`config.mk`:
```
export PLATFORM = sky130hd
export DESIGN_NAME = hack_kbd_fifo4
export DESIGN_NICKNAME = d
export VERILOG_FILES = /design/src/rtl/hack_kbd_fifo4_pkg.sv /design/src/rtl/hack_mux4_way16.sv /design/src/rtl/hack_kbd_fifo4.sv
export SDC_FILE = /design/constraint.sdc
export NUM_CORES = 1
export LEC_CHECK = 0
export BUFFER_PORTS_ARGS = -buffer_cell sky130_fd_sc_hd__buf_4
export CORE_MARGIN = 1.5
export CORE_UTILIZATION = 50
export DETAILED_ROUTE_END_ITERATION = 10
export HOLD_SLACK_MARGIN = 0.12
export PLACE_DENSITY = 0.73
export SLEW_MARGIN = 0
export SYNTH_ARGS = -nofsm -noshare
export SYNTH_HDL_FRONTEND = slang
export SYNTH_HIERARCHICAL = 1
export SYNTH_SLANG_ARGS = --single-unit
```
`constraint.sdc`:
```
create_clock -name clk -period 1.97 [get_ports clk]
set_clock_uncertainty 0.15 [all_clocks]
set_input_delay 0.2955 -clock clk [delete_from_list [all_inputs] [get_ports clk]]
set_output_delay 0.2955 -clock clk [all_outputs]
set_load 0.1 [all_outputs]
```
`src/rtl/hack_kbd_fifo4_pkg.sv`:
```
// Shared widths, constants and request/state types for the Hack keyboard scan-code FIFO.
package hack_kbd_fifo4_pkg;

  localparam int HACK_WORD_W    = 16;
  localparam int KBD_FIFO_DEPTH = 4;
  localparam int KBD_PTR_W      = 2;
  localparam int KBD_CNT_W      = 3;

  localparam logic [HACK_WORD_W-1:0] KBD_NO_KEY = 16'h0000;

  typedef logic [HACK_WORD_W-1:0] hack_word_t;
  typedef logic [KBD_PTR_W-1:0]   kbd_ptr_t;
  typedef logic [KBD_CNT_W-1:0]   kbd_cnt_t;

  // One cycle's worth of requests from the capture side and the register side.
  typedef struct packed {
    logic       clear;
    logic       wr_en;
    hack_word_t wr_data;
    logic       rd_en;
  } kbd_req_t;

  // Accepted operations after the full/empty qualification.
  typedef struct packed {
    logic push;
    logic pop;
    logic drop;
  } kbd_op_t;

  function automatic kbd_op_t kbd_qualify(input kbd_req_t req, input logic full,
                                          input logic empty);
    kbd_op_t op;
    op.push = req.wr_en && (!full || req.rd_en);
    op.pop  = req.rd_en && !empty;
    op.drop = req.wr_en && full && !req.rd_en;
    return op;
  endfunction

  // Occupancy moves only when exactly one of push/pop happens.
  function automatic kbd_cnt_t kbd_next_count(input kbd_cnt_t cnt, input kbd_op_t op);
    kbd_cnt_t nxt;
    nxt = cnt;
    if (op.push && !op.pop)      nxt = cnt + 3'd1;
    else if (op.pop && !op.push) nxt = cnt - 3'd1;
    return nxt;
  endfunction

endpackage

```
`src/rtl/hack_mux4_way16.sv`:
```
// Hack 4-way 16-bit multiplexer: sel 00->a, 01->b, 10->c, 11->d.
module hack_mux4_way16
  import hack_kbd_fifo4_pkg::*;
(
  input  logic [HACK_WORD_W-1:0] a,
  input  logic [HACK_WORD_W-1:0] b,
  input  logic [HACK_WORD_W-1:0] c,
  input  logic [HACK_WORD_W-1:0] d,
  input  logic [1:0]             sel,
  output logic [HACK_WORD_W-1:0] out
);

  logic [HACK_WORD_W-1:0] ab, cd;

  // Two-level tree, matching the classic Mux16 decomposition.
  assign ab  = sel[0] ? b : a;
  assign cd  = sel[0] ? d : c;
  assign out = sel[1] ? cd : ab;

endmodule

```
`src/rtl/hack_kbd_fifo4.sv`:
```
// 4-entry show-ahead FIFO between keyboard capture and the KBD register; reads 0 when empty.
module hack_kbd_fifo4
  import hack_kbd_fifo4_pkg::*;
(
  input  logic                   clk,
  input  logic                   rst_n,
  input  logic                   clear,
  input  logic                   wr_en,
  input  logic [HACK_WORD_W-1:0] wr_data,
  input  logic                   rd_en,
  output logic [HACK_WORD_W-1:0] rd_data,
  output logic                   empty,
  output logic                   full,
  output logic [KBD_CNT_W-1:0]   count,
  output logic                   overflow
);

  localparam int WIDTH = HACK_WORD_W;
  localparam int DEPTH = KBD_FIFO_DEPTH;

  logic [DEPTH-1:0][WIDTH-1:0] mem;
  kbd_ptr_t                    wr_ptr, rd_ptr;
  kbd_cnt_t                    cnt;
  logic                        ovf;
  kbd_req_t                    req;
  kbd_op_t                     op;
  hack_word_t                  head;

  assign req   = '{clear: clear, wr_en: wr_en, wr_data: wr_data, rd_en: rd_en};
  assign empty = (cnt == '0);
  assign full  = (cnt == KBD_CNT_W'(DEPTH));
  assign op    = kbd_qualify(req, full, empty);

  always_ff @(posedge clk or negedge rst_n) begin
    if (!rst_n) begin
      wr_ptr <= '0;
      rd_ptr <= '0;
      cnt    <= '0;
      ovf    <= 1'b0;
    end else if (req.clear) begin
      wr_ptr <= '0;
      rd_ptr <= '0;
      cnt    <= '0;
      ovf    <= 1'b0;
    end else begin
      if (op.push) wr_ptr <= wr_ptr + 2'd1;
      if (op.pop)  rd_ptr <= rd_ptr + 2'd1;
      cnt <= kbd_next_count(cnt, op);
      if (op.drop) ovf <= 1'b1;
    end
  end

  // Storage is flushed only by reset; clear just rewinds the pointers.
  genvar i;
  generate
    for (i = 0; i < DEPTH; i++) begin : g_mem
      always_ff @(posedge clk or negedge rst_n) begin
        if (!rst_n)
          mem[i] <= '0;
        else if (!req.clear && op.push && (wr_ptr == kbd_ptr_t'(i)))
          mem[i] <= req.wr_data;
      end
    end
  endgenerate

  hack_mux4_way16 u_rd_mux (
    .a   (mem[0]),
    .b   (mem[1]),
    .c   (mem[2]),
    .d   (mem[3]),
    .sel (rd_ptr),
    .out (head)
  );

  assign rd_data  = empty ? KBD_NO_KEY : head;
  assign count    = cnt;
  assign overflow = ovf;

endmodule

```
## After elaboration in Yosys (flattened, before gate mapping)

Cells that the tools add are included.

- Register bits: 72
- Bits in latches: 0
- Memory bits (writable): 0
- ROM bits: 0
- Input port bits: 21
- Output and inout port bits: 22
- Word-level logic and storage cells: 53
- Memories kept: 0

- Add/sub/neg operators: 4
- Multiply operators: 0
- Divide/modulo/power cells: 0
- Order comparisons: 0
- Equal/unequal tests: 4
- Shift operators: 0
- Multiplexer cells: 13
- Bitwise gates (word level): 0
- Reductions and logical operators: 24

Operators by type and width:

| operator | number |
|---|---|
| $mux 16 | 4 |
| $logic_and 1x1->1 | 11 |
| $mux 3 | 3 |
| $mux 2 | 4 |
| $logic_not 1->1 | 6 |
| $reduce_bool 2->1 | 3 |
| $add 2x1->2 const B | 2 |
| $eq 2x2->1 const B | 2 |
| $add 3x1->3 const B | 1 |
| $eq 3x3->1 const B | 1 |
| $logic_not 3->1 | 1 |
| $reduce_bool 3->1 | 1 |
| $sub 3x1->3 const B | 1 |
| $eq 2x1->1 const B | 1 |
| $logic_not 2->1 | 1 |
| $mux 1 | 2 |
| $logic_or 1x1->1 | 1 |

## Depth between registers and ports, before layout

Gate-level depths: netlist of the first run.

- Depth after elaboration: 9
- Mapped depth: 8
- Depth with buffers taken out: 7

## Modules after synthesis

The synthesis of the first run kept the hierarchy.

By module, submodules not included:

| module | instances | cells each | area an instance (um2) | sequential area each (um2) |
|---|---|---|---|---|
| hack_kbd_fifo4 | 1 | 220 | 3300.7 | 1801.7 |
| hack_mux4_way16 | 1 | 20 | 424.2 | 0.0 |

## Least setup slack after synthesis of the first run

No wires, ideal clock.

- Path type: reg-to-output
- Start: register cnt[2], in the netlist count[2]
- End: output rd_data[10]
- Arrival: 3.513 ns
- Data required time: 1.525 ns
- Path slack: -1.989 ns
- Cell stages (with the launch flop): 5
- Buffers on the path: 2
- Cell sequence: dfrtp_1 > buf_2 > nor3_1 > clkbuf_1 > nor2b_1

- Word-level cells in the longest chain between the ends: 2

RTL lines:

| element | RTL line | RTL |
|---|---|---|
| from (decl) | hack_kbd_fifo4.sv:23 | `kbd_cnt_t cnt;` |
| from (signal assigned) | hack_kbd_fifo4.sv:48 | `cnt <= kbd_next_count(cnt, op);` |
| $logic_not 3->1 | hack_kbd_fifo4.sv:30 | `assign empty = (cnt == '0);` |
| named net empty | hack_kbd_fifo4.sv:12 | `output logic empty,` |
| $mux 16 | hack_kbd_fifo4.sv:75 | `assign rd_data = empty ? KBD_NO_KEY : head;` |
| to (decl) | hack_kbd_fifo4.sv:11 | `output logic [HACK_WORD_W-1:0] rd_data,` |

The timed path passes the listed nets, and every way through them passes these cells.

## Final worst setup path of the first run

- Start: register rd_ptr[0]
- End: output rd_data[1]

- Word-level cells in the longest chain between the ends: 3
- Elaborated cells between the ends (all ways): 4

RTL lines:

| element | RTL line | RTL |
|---|---|---|
| from (decl) | hack_kbd_fifo4.sv:22 | `kbd_ptr_t wr_ptr, rd_ptr;` |
| from (signal assigned) | hack_kbd_fifo4.sv:47 | `if (op.pop) rd_ptr <= rd_ptr + 2'd1;` |
| $mux 16, on equally long branches | hack_mux4_way16.sv:16, hack_mux4_way16.sv:17 |  |
| $mux 16 * | hack_mux4_way16.sv:18 | `assign out = sel[1] ? cd : ab;` |
| named net head[1] | hack_kbd_fifo4.sv:27 | `hack_word_t head;` |
| $mux 16 * | hack_kbd_fifo4.sv:75 |  |

Mark *: on every way through the listed nets, which the timed path passes. The rest lies on a longest branch.

==> flow_metrics.env, run 1 <==
export IMPL_cap_violations=0
export IMPL_critPathRequiredTime_ns=1.52
export IMPL_vias=2304
export IMPL_drt_wl_total_mm=8.25
export IMPL_clkLatencyLatePin_ns=0.35
export IMPL_cp_cell_sequence="buf_8 > mux4_2 > nor2b_4 > buf_12"
export IMPL_cts_tree="built"
export IMPL_max_slew_margin_rel_pct=69.5
export IMPL_hold_class="in -> reg"
export IMPL_final_cell_mix="dfrtp_1 (68), mux2_4 (65), buf_4 (37)"
export IMPL_arrival_ns=1.75
export IMPL_core_area_mm2=0.00721
export IMPL_gp_routability_congestion=0.777
export IMPL_layout_commonest_cell="dfrtp_1"
export IMPL_clkTransAtPathRegs_ns=0.08
export IMPL_critical_path_top_delay_family="multiplexers"
export IMPL_synth_top_area_share_pct=48.4
export IMPL_violations="negative setup slack"
export IMPL_yosysWarnings=6
export IMPL_netlist_area_mm2=0.00372
export IMPL_worst_slew_pin_slew_ns=0.457
export IMPL_cp_end_kind="output pin"
export IMPL_post_route_min_period_ns=2.20
export IMPL_yosys_area_top_type="dfrtp_1"
export IMPL_netlist_instances=240
export IMPL_grt_pass1_vias=2447
export IMPL_cpPeakStageDelay_ns=0.51
export IMPL_io_buffer_count=42
export IMPL_drc=0
export IMPL_drive_gt1_share_pct=63.4
export IMPL_timing_fmax_mhz=455
export IMPL_cts_sinks=72
export IMPL_hpwlAfterDp_mm=4.96
export IMPL_dr_pass1_iters=6
export IMPL_ys_seq_elements=72
export IMPL_finalMaxSlewViolations=0
export IMPL_placed_cell_area_mm2=0.00452
export IMPL_yosys_top_cells_area="dfrtp_1 (48%), mux2_4 (16%), mux2_2 (8.2%), mux4_2 (6.0%), mux4_1 (4.2%)"
export IMPL_rrSetupSlack_ns=-0.10
export IMPL_grt_use_total_pct=22.8
export IMPL_synth_avg_cell_area_um2=15.5
export IMPL_viasPerCell=5.33
export IMPL_start_util_pct=51.6
export IMPL_critPathKind="reg -> out"
export IMPL_cts_made_buffers=9
export IMPL_period_share_pct=112
export IMPL_setup_viol=29
export IMPL_outcome="finished with violations"
export IMPL_async_reset_ff_share_pct=100
export IMPL_final_cell_area_mm2=0.00537
export IMPL_synth_cell_types=33
export IMPL_cp_slowest_cell="mux4_2"
export IMPL_synthFlopType="dfrtp_1"
export IMPL_grt_max_degree=35
export IMPL_grt_pass1_wl_mm=13.2
export IMPL_cp_num_buf_inv=2
export IMPL_fin_hold_ws_ns=0.198
export IMPL_antenna_found_initial=0
export IMPL_htree_num_levels=3
export IMPL_antenna_cells=0
export IMPL_seq_area_frac_synth_pct=48.4
export IMPL_drtIter0Drc=172
export IMPL_hold_viol_final=0
export IMPL_critPathMaxFanout=6
export IMPL_wl_per_cell_um=19.1
export IMPL_root_buffer="clkbuf_8"
export IMPL_rsz0062_at_grt="true"
export IMPL_dieWidth_um=89.3
export IMPL_antenna_left=0
export IMPL_grt_overflow=0
export IMPL_io_pin_count=43
export IMPL_syn_num_nets=266
export IMPL_nets=354
export IMPL_die_y_um=89.3
export IMPL_synth_edf_count=0
export IMPL_synthToLayoutAreaGrowth_pct=44.0
export IMPL_fp_dieArea_mm2=0.00798
export IMPL_fillers=448
export IMPL_row_count=31
export IMPL_clockBufferDepth=2
export IMPL_setup_ws_ns=-0.227
export IMPL_critPathLaunchType="flip-flop"
export IMPL_pre_cts_ws_ns=0.0153
[cell type report]
cell class | count | area [um2] | area share, %
Clock inverter | 4 | 76.3 | 1.42
Inverter | 4 | 15.0 | 0.280
Timing Repair Buffer | 96 | 1140 | 21.2
Clock buffer | 12 | 155 | 2.89
Sequential cell | 72 | 1810 | 33.8
Multi-Input combinational cell | 145 | 2040 | 38.1
Tap cell | 99 | 124 | 2.31
[routing by layer]
layer  part of all wire [%]  global-route usage, %
met5                      0                      0
met1                     43                   28.8
met3                    3.3                   5.72
met2                     53                   38.9
met4                    1.5                   7.13
[registers in the layout, indices dropped and copies added (netlist names)]
name,cells
count,3
rd_ptr,2
wr_ptr,2
overflow,1
mem,64
[logic make-up after synthesis]
family          share of synthesized area, %
compound gates                          1.48
xor+xnor                               0.706
fa+ha+maj                               1.88
buf+inv                                 5.04
flops                                   48.4
mux                                     35.1
simple gates                            7.42
[through the flow]
| stage | TNS [ns] | utilization, % | cells |
|---|---|---|---|
| 5_1_grt | -5.31 | 74.4 | 432 |
| 2_1_floorplan | -14.89 | - | 240 |
| 4_1_cts | -4.42 | 73.0 | 424 |
| 3_5_place_dp | 0 | 62.6 | 381 |
| 3_3_place_gp | 0 | 62.6 | 381 |
| 6_report | -3.87 | 74.4 | 432 |
[Yosys cell counts (all sizes together), types with 4 or more instances]
master	number
nand2b	4
buf	17
inv	4
ha	4
nor2b	18
mux4	16
nor2	12
mux2	67
nor4bb	4
dfrtp	72
[what timing repair did]
action | in CTS | in global routing
buffers inserted | 7 | 10
gates resized for setup | 70 | 21
hold buffers | 18 | 0
pin swaps | 2 | 10
setup endpoints to repair | 17 | 85
cloned | 2 | 1
endpoints found under the hold margin | 125 | 0
[worst min-delay path, stage by stage]
cell and delay [ns]:
buf_4 0.18, a21oi_1 0.09, nor2_1 0.09
[worst paths after layout]
| path | start | end | depth (start not counted) |
|---|---|---|---|
| setup / recovery | rd_ptr[0] | rd_data[1] | 4 |
| hold / removal | wr_en | overflow | 3 |
| setup reg to reg | count[0] | count[1] | 7 |
| hold reg to reg | mem[62] | mem[62] | 1 |
| max in group asynchronous | rst_n | mem[4] | 3 |
| min in group asynchronous | rst_n | mem[58] | 2 |
Power of run 1 is left out: the tool's default activity adds up to more than one toggle a clock period on the data nets, which glitch-free logic cannot reach.
==> inputs of run 2 (changes only) <==
--- a/config.mk
+++ b/config.mk
@@ -5,12 +5,13 @@
 export SDC_FILE = /design/constraint.sdc
 export NUM_CORES = 1
 export LEC_CHECK = 0
+export ABC_AREA = 1
 export BUFFER_PORTS_ARGS = -buffer_cell sky130_fd_sc_hd__buf_4
 export CORE_MARGIN = 1.5
 export CORE_UTILIZATION = 50
 export DETAILED_ROUTE_END_ITERATION = 10
 export HOLD_SLACK_MARGIN = 0.12
-export PLACE_DENSITY = 0.73
+export PLACE_DENSITY = 0.72
 export SLEW_MARGIN = 0
 export SYNTH_ARGS = -nofsm -noshare
 export SYNTH_HDL_FRONTEND = slang
==> run 2 against run 1 <==
Compared with the run above:
- the run still ends with negative setup slack left
- non-clock buffer count decreased by 30
- global-route usage decreased by 1.3 points
- wire length increased by 2.9%
- area after synthesis increased by 7.4%
- final cell count increased by 56%
- sequential share of layout area increased by 1.6 points
- synthesized cell count increased by 110%
- flip-flop and latch count unchanged
- via count increased by 40%
- register-to-register slack improved by 0.04 ns
- worst setup slack improved by 0.097 ns
- critical path type unchanged
- critical endpoint is now rd_data[14]
==> flow_metrics.env, run 2 <==
export IMPL_finalMaxSlewViolations=0
export IMPL_vias=3216
export IMPL_netlist_area_mm2=0.00400
export IMPL_synth_top_area_share_pct=45.0
export IMPL_rsz0062_at_grt="true"
export IMPL_hold_viol_final=0
export IMPL_clkLatencyLatePin_ns=0.34
export IMPL_ys_seq_elements=72
export IMPL_dp_cells=643
export IMPL_outcome="finished with violations"
export IMPL_stdcell_count=672
export IMPL_root_buffer="clkbuf_8"
export IMPL_io_pin_count=43
export IMPL_yosys_top_cells_area="dfrtp_1 (45%), nand2_1 (15%), inv_1 (10%), o21ai_2 (8.1%), buf_6 (5.1%)"
export IMPL_whs_path_depth=3
export IMPL_start_util_pct=51.8
export IMPL_antenna_found_initial=0
export IMPL_antenna_cells=0
export IMPL_fp_dieArea_mm2=0.00855
export IMPL_setup_ws_ns=-0.129
export IMPL_synth_most_common_cell="nand2_1"
export IMPL_syn_num_nets=538
export IMPL_routed_wl_met2_mm=4.24
export IMPL_final_core_util_pct=66.2
export IMPL_drt_wl_total_mm=8.49
export IMPL_die_y_um=92.4
export IMPL_viasPerCell=4.79
export IMPL_cp_cell_sequence="nor2_4 > nand2_8 > buf_12 > inv_16 > nor2_4 > buf_12"
export IMPL_yosys_area_top_type="dfrtp_1"
export IMPL_worstHoldEndpoint="mem[2]"
export IMPL_synth_avg_cell_area_um2=7.81
export IMPL_worstRegToRegCells=12
export IMPL_post_route_min_period_ns=2.10
export IMPL_drtIter0Drc=201
export IMPL_dr_pass1_iters=4
export IMPL_clkTransAtPathRegs_ns=0.07
export IMPL_period_share_pct=107
export IMPL_grt_overflow=0
export IMPL_row_count=32
export IMPL_worst_slew_pin_slew_ns=0.427
export IMPL_largest_register="mem"
export IMPL_r2r_end="count[2]"
export IMPL_cp_slowest_cell="dfrtp_4"
export IMPL_hold_class="in -> reg"
export IMPL_timing_fmax_mhz=476
export IMPL_grt_pass1_vias=3261
export IMPL_drc=0
export IMPL_met3_length_um=346
export IMPL_core_area_mm2=0.00773
export IMPL_yosysWarnings=6
export IMPL_drive_gt1_share_pct=25.4
export IMPL_synthFlopType="dfrtp_1"
export IMPL_critPathMaxFanout=8
export IMPL_top_layer="met4"
export IMPL_grt_max_degree=43
export IMPL_wirelength_met1_mm=3.75
export IMPL_cts_sinks=72
export IMPL_hpwlAfterDp_mm=5.19
export IMPL_cts_tree="built"
export IMPL_critPathRequiredTime_ns=1.52
export IMPL_critPathKind="reg -> out"
export IMPL_cts_made_buffers=9
export IMPL_cap_violations=0
export IMPL_io_buffer_count=42
export IMPL_rrSetupSlack_ns=-0.06
export IMPL_arrival_ns=1.65
export IMPL_violations="negative setup slack"
export IMPL_synth_edf_count=0
export IMPL_gp_routability_congestion=0.775
export IMPL_htree_num_levels=3
export IMPL_largest_reg_flops=64
export IMPL_nets=593
export IMPL_final_cell_mix="nand2_1 (162), inv_1 (106), dfrtp_1 (68)"
export IMPL_holdCritStartpoint="wr_data[2]"
export IMPL_setup_viol=18
export IMPL_synthToLayoutAreaGrowth_pct=27.9
export IMPL_r2r_start="count[0]"
export IMPL_critPathLaunchType="flip-flop"
export IMPL_cpPeakStageDelay_ns=0.51
export IMPL_dieWidth_um=92.4
export IMPL_grt_pass1_wl_mm=14.6
export IMPL_synth_cell_types=25
export IMPL_cp_end_kind="output pin"
export IMPL_seq_area_frac_synth_pct=45.0
export IMPL_grt_use_total_pct=21.5
export IMPL_layout_commonest_cell="nand2_1"
export IMPL_max_slew_margin_rel_pct=71.5
export IMPL_wl_per_cell_um=12.6
export IMPL_async_reset_ff_share_pct=100
export IMPL_netlist_instances=512
export IMPL_clockBufferDepth=2
export IMPL_antenna_left=0
export IMPL_synth_commonest_cells="nand2_1 (164), inv_1 (109), dfrtp_1 (72), o21ai_2 (37), nand3_1 (34)"
## run 2: changes by cell type after synthesis, moves of 34 or more
cell | previous run | this run
nand2_1 | 1 | 164
inv_1 | 4 | 109
mux2_4 | 40 | 0
o21ai_2 | 0 | 37
nand3_1 | 0 | 34
## run 2: how the worst max path moves through the flow
| stage | start | to | slack, ns | depth (start not counted) |
|---|---|---|---|---|
| global placement | count[0] | count[2] | 0.09 | 13 |
| floorplan | count[0] | rd_data[10] | -0.14 | 5 |
| finish | count[0] | rd_data[14] | -0.13 | 6 |
| global route | count[0] | rd_data[14] | -0.17 | 6 |
| CTS | rd_ptr[0] | rd_data[14] | -0.06 | 7 |
| detailed placement | count[0] | count[2] | 0.04 | 13 |
## run 2: cell families after synthesis
| kind of cell | count (synthesis) | synth area share, % |
|---|---|---|
| buffers and inverters | 136 | 16.5 |
| adders and majority gates | 5 | 1.75 |
| xor gates and xnor gates | 1 | 0.219 |
| and+or+nand+nor | 229 | 24.3 |
| AOI/OAI and AO/OA | 69 | 12.1 |
| DFF | 72 | 45.0 |
## run 2: worst max-delay path: cells and delay by family, from the launching register on
| family | cells | cell delay (ns) |
|---|---|---|
| AND/OR/NAND/NOR | 3 | 0.37 |
| flip-flops | 1 | 0.51 |
| buffers and inverters | 3 | 0.43 |
## run 2: area by class of cell
type,instances,area (um2)
fill,649,2610
sequential,72,1810
multi-input combinational,304,1710
timing repair buffer,66,831
inverter,113,463
clock buffer,13,149
tap,102,128
timing repair inverter,1,20.0
clock inverter,1,5.00
## run 2: per-stage QoR
step                      setup TNS [ns]  hold slack, ns  setup slack (ns)  area [um2]
after global routing               -2.60           0.137            -0.171        5120
after detailed placement               0           0.115            0.0361        4520
final                              -1.37           0.130            -0.129        5120
after global placement                 0           0.112            0.0947        4520
after CTS                         -0.547           0.120           -0.0644        5010
after floorplan                    -1.21          -0.150            -0.136        4200
## run 2: layer usage
layer | up-vias | global-route usage, %
met1 | 1484 | 26.7
li1 | 1650 | -
met5 | - | 0
met2 | 71 | 37.4
met4 | 0 | 9.49
met3 | 11 | 2.63
## run 2: repair_timing
action                                  in CTS  in global routing
resized for setup                           56                 12
endpoints found under the hold margin       47                  0
hold buffers                                10                  0
endpoints found under the setup margin      17                 19
buffers inserted                             0                  4
cloned                                       0                  1
Power of run 2 is left out for the same reason.
==> inputs of run 3 (changes only) <==
--- a/config.mk
+++ b/config.mk
@@ -7,11 +7,13 @@
 export LEC_CHECK = 0
 export ABC_AREA = 1
 export BUFFER_PORTS_ARGS = -buffer_cell sky130_fd_sc_hd__buf_4
+export CELL_PAD_IN_SITES_DETAIL_PLACEMENT = 2
+export CELL_PAD_IN_SITES_GLOBAL_PLACEMENT = 2
 export CORE_MARGIN = 1.5
-export CORE_UTILIZATION = 50
+export CORE_UTILIZATION = 31
 export DETAILED_ROUTE_END_ITERATION = 10
 export HOLD_SLACK_MARGIN = 0.12
-export PLACE_DENSITY = 0.72
+export PLACE_DENSITY_LB_ADDON = 0.1
 export SLEW_MARGIN = 0
 export SYNTH_ARGS = -nofsm -noshare
 export SYNTH_HDL_FRONTEND = slang
==> run 3 against run 2 <==
Compared with the run above:
- the run still ends with negative setup slack left
- critical path depth increased by 1
- sequential share of layout area decreased by 2.6 points
- cell area increased by 7.8%
- critical path type unchanged
==> flow_metrics.env, run 3 (synthesized netlist as in run 2, its figures left out) <==
export IMPL_rrSetupSlack_ns=-0.01
export IMPL_holdCritStartpoint="wr_data[13]"
export IMPL_clockBufferDepth=2
export IMPL_critPathMaxFanout=20
export IMPL_layout_commonest_cell="nand2_1"
export IMPL_cts_sinks=72
export IMPL_grt_use_total_pct=19.5
export IMPL_peakVddDrop_mv=0.872
export IMPL_p_clk_share_pct=15.0
export IMPL_whs_path_depth=3
export IMPL_antenna_found_initial=0
export IMPL_seq_power_share_pct=22.8
export IMPL_nets=604
export IMPL_synthToLayoutAreaGrowth_pct=37.9
export IMPL_violations="negative setup slack"
export IMPL_worst_slew_pin_slew_ns=0.336
export IMPL_combPwrFrac_pct=62.2
export IMPL_gp_routability_congestion=0.721
export IMPL_r2r_end="count[2]"
export IMPL_clkLatencyLatePin_ns=0.34
export IMPL_dieWidth_um=117
export IMPL_viasPerCell=4.62
export IMPL_cap_violations=0
export IMPL_largest_register="mem"
export IMPL_antenna_cells=0
export IMPL_placed_cell_area_mm2=0.00470
export IMPL_timing_fmax_mhz=482
export IMPL_largest_reg_flops=64
export IMPL_max_slew_margin_rel_pct=77.6
export IMPL_vias=3485
export IMPL_pre_cts_ws_ns=-0.0451
export IMPL_core_area_mm2=0.0126
export IMPL_period_share_pct=105
export IMPL_grt_pass1_vias=3952
export IMPL_grt_max_degree=36
export IMPL_ff_latch_area_mm2=0.00181
export IMPL_post_route_min_period_ns=2.07
export IMPL_start_util_pct=31.7
export IMPL_cp_end_kind="output pin"
export IMPL_drive_gt1_share_pct=30.5
export IMPL_finalPower_mw=10.6
export IMPL_worstHoldEndpoint="mem[45]"
export IMPL_drtIter0Drc=57
export IMPL_drt_wl_total_mm=12.3
export IMPL_io_buffer_count=42
export IMPL_setup_viol=17
export IMPL_p_sw_share_pct=50.0
export IMPL_die_y_um=117
export IMPL_root_buffer="clkbuf_16"
export IMPL_cts_made_buffers=9
export IMPL_hold_class="in -> reg"
export IMPL_worstRegToRegCells=12
export IMPL_fillers=1434
export IMPL_antenna_left=0
export IMPL_hold_viol_final=0
export IMPL_row_count=41
export IMPL_final_cell_area_mm2=0.00552
export IMPL_p_per_area_mw_per_mm2=1920
export IMPL_p_sw_mw=5.31
export IMPL_grt_overflow=0
export IMPL_arrival_ns=1.63
export IMPL_hpwlAfterDp_mm=7.59
export IMPL_r2r_start="count[0]"
export IMPL_critPathRequiredTime_ns=1.52
export IMPL_fp_dieArea_mm2=0.0136
export IMPL_critPathLaunchType="flip-flop"
export IMPL_setup_ws_ns=-0.103
export IMPL_io_pin_count=43
export IMPL_p_leak_nw=2.78
export IMPL_multi_input_area_mm2=0.00174
export IMPL_internal_power_mw=5.31
export IMPL_critPathKind="reg -> out"
export IMPL_dr_pass1_iters=4
export IMPL_grt_pass1_wl_mm=19.9
export IMPL_drc=0
export IMPL_wl_per_cell_um=16.3
export IMPL_setup_tns_final_ns=-1.11
export IMPL_htree_num_levels=3
export IMPL_rsz0062_at_grt="true"
export IMPL_clkTransAtPathRegs_ns=0.05
export IMPL_outcome="finished with violations"
export IMPL_cts_tree="built"
export IMPL_finalMaxSlewViolations=0
export IMPL_final_cell_mix="nand2_1 (156), inv_1 (97), dfrtp_1 (68)"
[run 3: cell types whose count changed in the layout (fill, tap and decap cells not counted), moves of 6 or more]
cell       previous run  this run
nand2_1             162       156
clkbuf_8             10         3
buf_4                29        39
clkbuf_16             0        11
inv_1               106        97
nand2_2               1         7
inv_2                 3        13
[run 3: timing repair]
item | in CTS | in global routing
buffers inserted | 6 | 1
endpoints found under the hold margin | 82 | 0
hold buffers | 7 | 0
resized for setup | 72 | 11
pin swaps | 4 | 2
endpoints found under the setup margin | 19 | 35
cloned | 1 | 3
[run 3: layout make-up]
| class | count | area share [%] |
|---|---|---|
| Inverter | 113 | 8.34 |
| Multi-Input combinational cell | 304 | 31.5 |
| Timing Repair Buffer | 77 | 17.7 |
| Timing Repair inverter | 1 | 0.544 |
| Sequential cell | 72 | 32.9 |
| Clock buffer | 14 | 4.97 |
| Clock inverter | 2 | 0.227 |
| Tap cell | 172 | 3.90 |
[run 3: power by group through the flow]
stage | registers (mW) | logic, mW | clock network, mW
floorplan | 2.54 | 4.30 | 0
global placement | 2.42 | 5.23 | 0
global route | 2.49 | 7.14 | 1.70
detailed placement | 2.45 | 5.36 | 0
CTS | 2.42 | 6.53 | 1.66
finish | 2.42 | 6.60 | 1.60
[run 3: worst max-delay path: stages, from the launching register on]
cell and delay (ns):
dfrtp_2 0.48, buf_12 0.19, nand2_1 0.08, nand3_1 0.07, nand2_1 0.09, inv_2 0.06, nor2_4 0.12, buf_12 0.18
[run 3: through the flow]
stage | utilization [%] | std cells | hold slack, ns
global placement | 37.2 | 721 | 0.0298
finish | 43.7 | 755 | 0.127
detailed placement | 37.2 | 721 | 0.0350
CTS | 42.9 | 751 | 0.120
global route | 43.7 | 755 | 0.134
floorplan | - | 512 | -0.150
[run 3: routing by layer]
metal	global-route usage, %	up-vias	part of all wire, %
met1	23.5	1760	43
met5	0	-	0
met4	8.76	0	2.3
met2	34.2	36	52
li1	-	1672	-
met3	3.17	17	2.0
[run 3: how the worst max path moves through the flow]
| stage | endpoint | depth (start not counted) | slack [ns] | start |
|---|---|---|---|---|
| floorplan | rd_data[10] | 5 | -0.14 | count[0] |
| CTS | rd_data[15] | 7 | -0.12 | rd_ptr[0] |
| detailed placement | count[2] | 13 | -0.05 | count[0] |
| global route | rd_data[15] | 7 | -0.19 | rd_ptr[0] |
| global placement | count[2] | 13 | 0.06 | count[0] |
| finish | rd_data[14] | 7 | -0.10 | rd_ptr[0] |
Power figures use the tool's default switching activity.
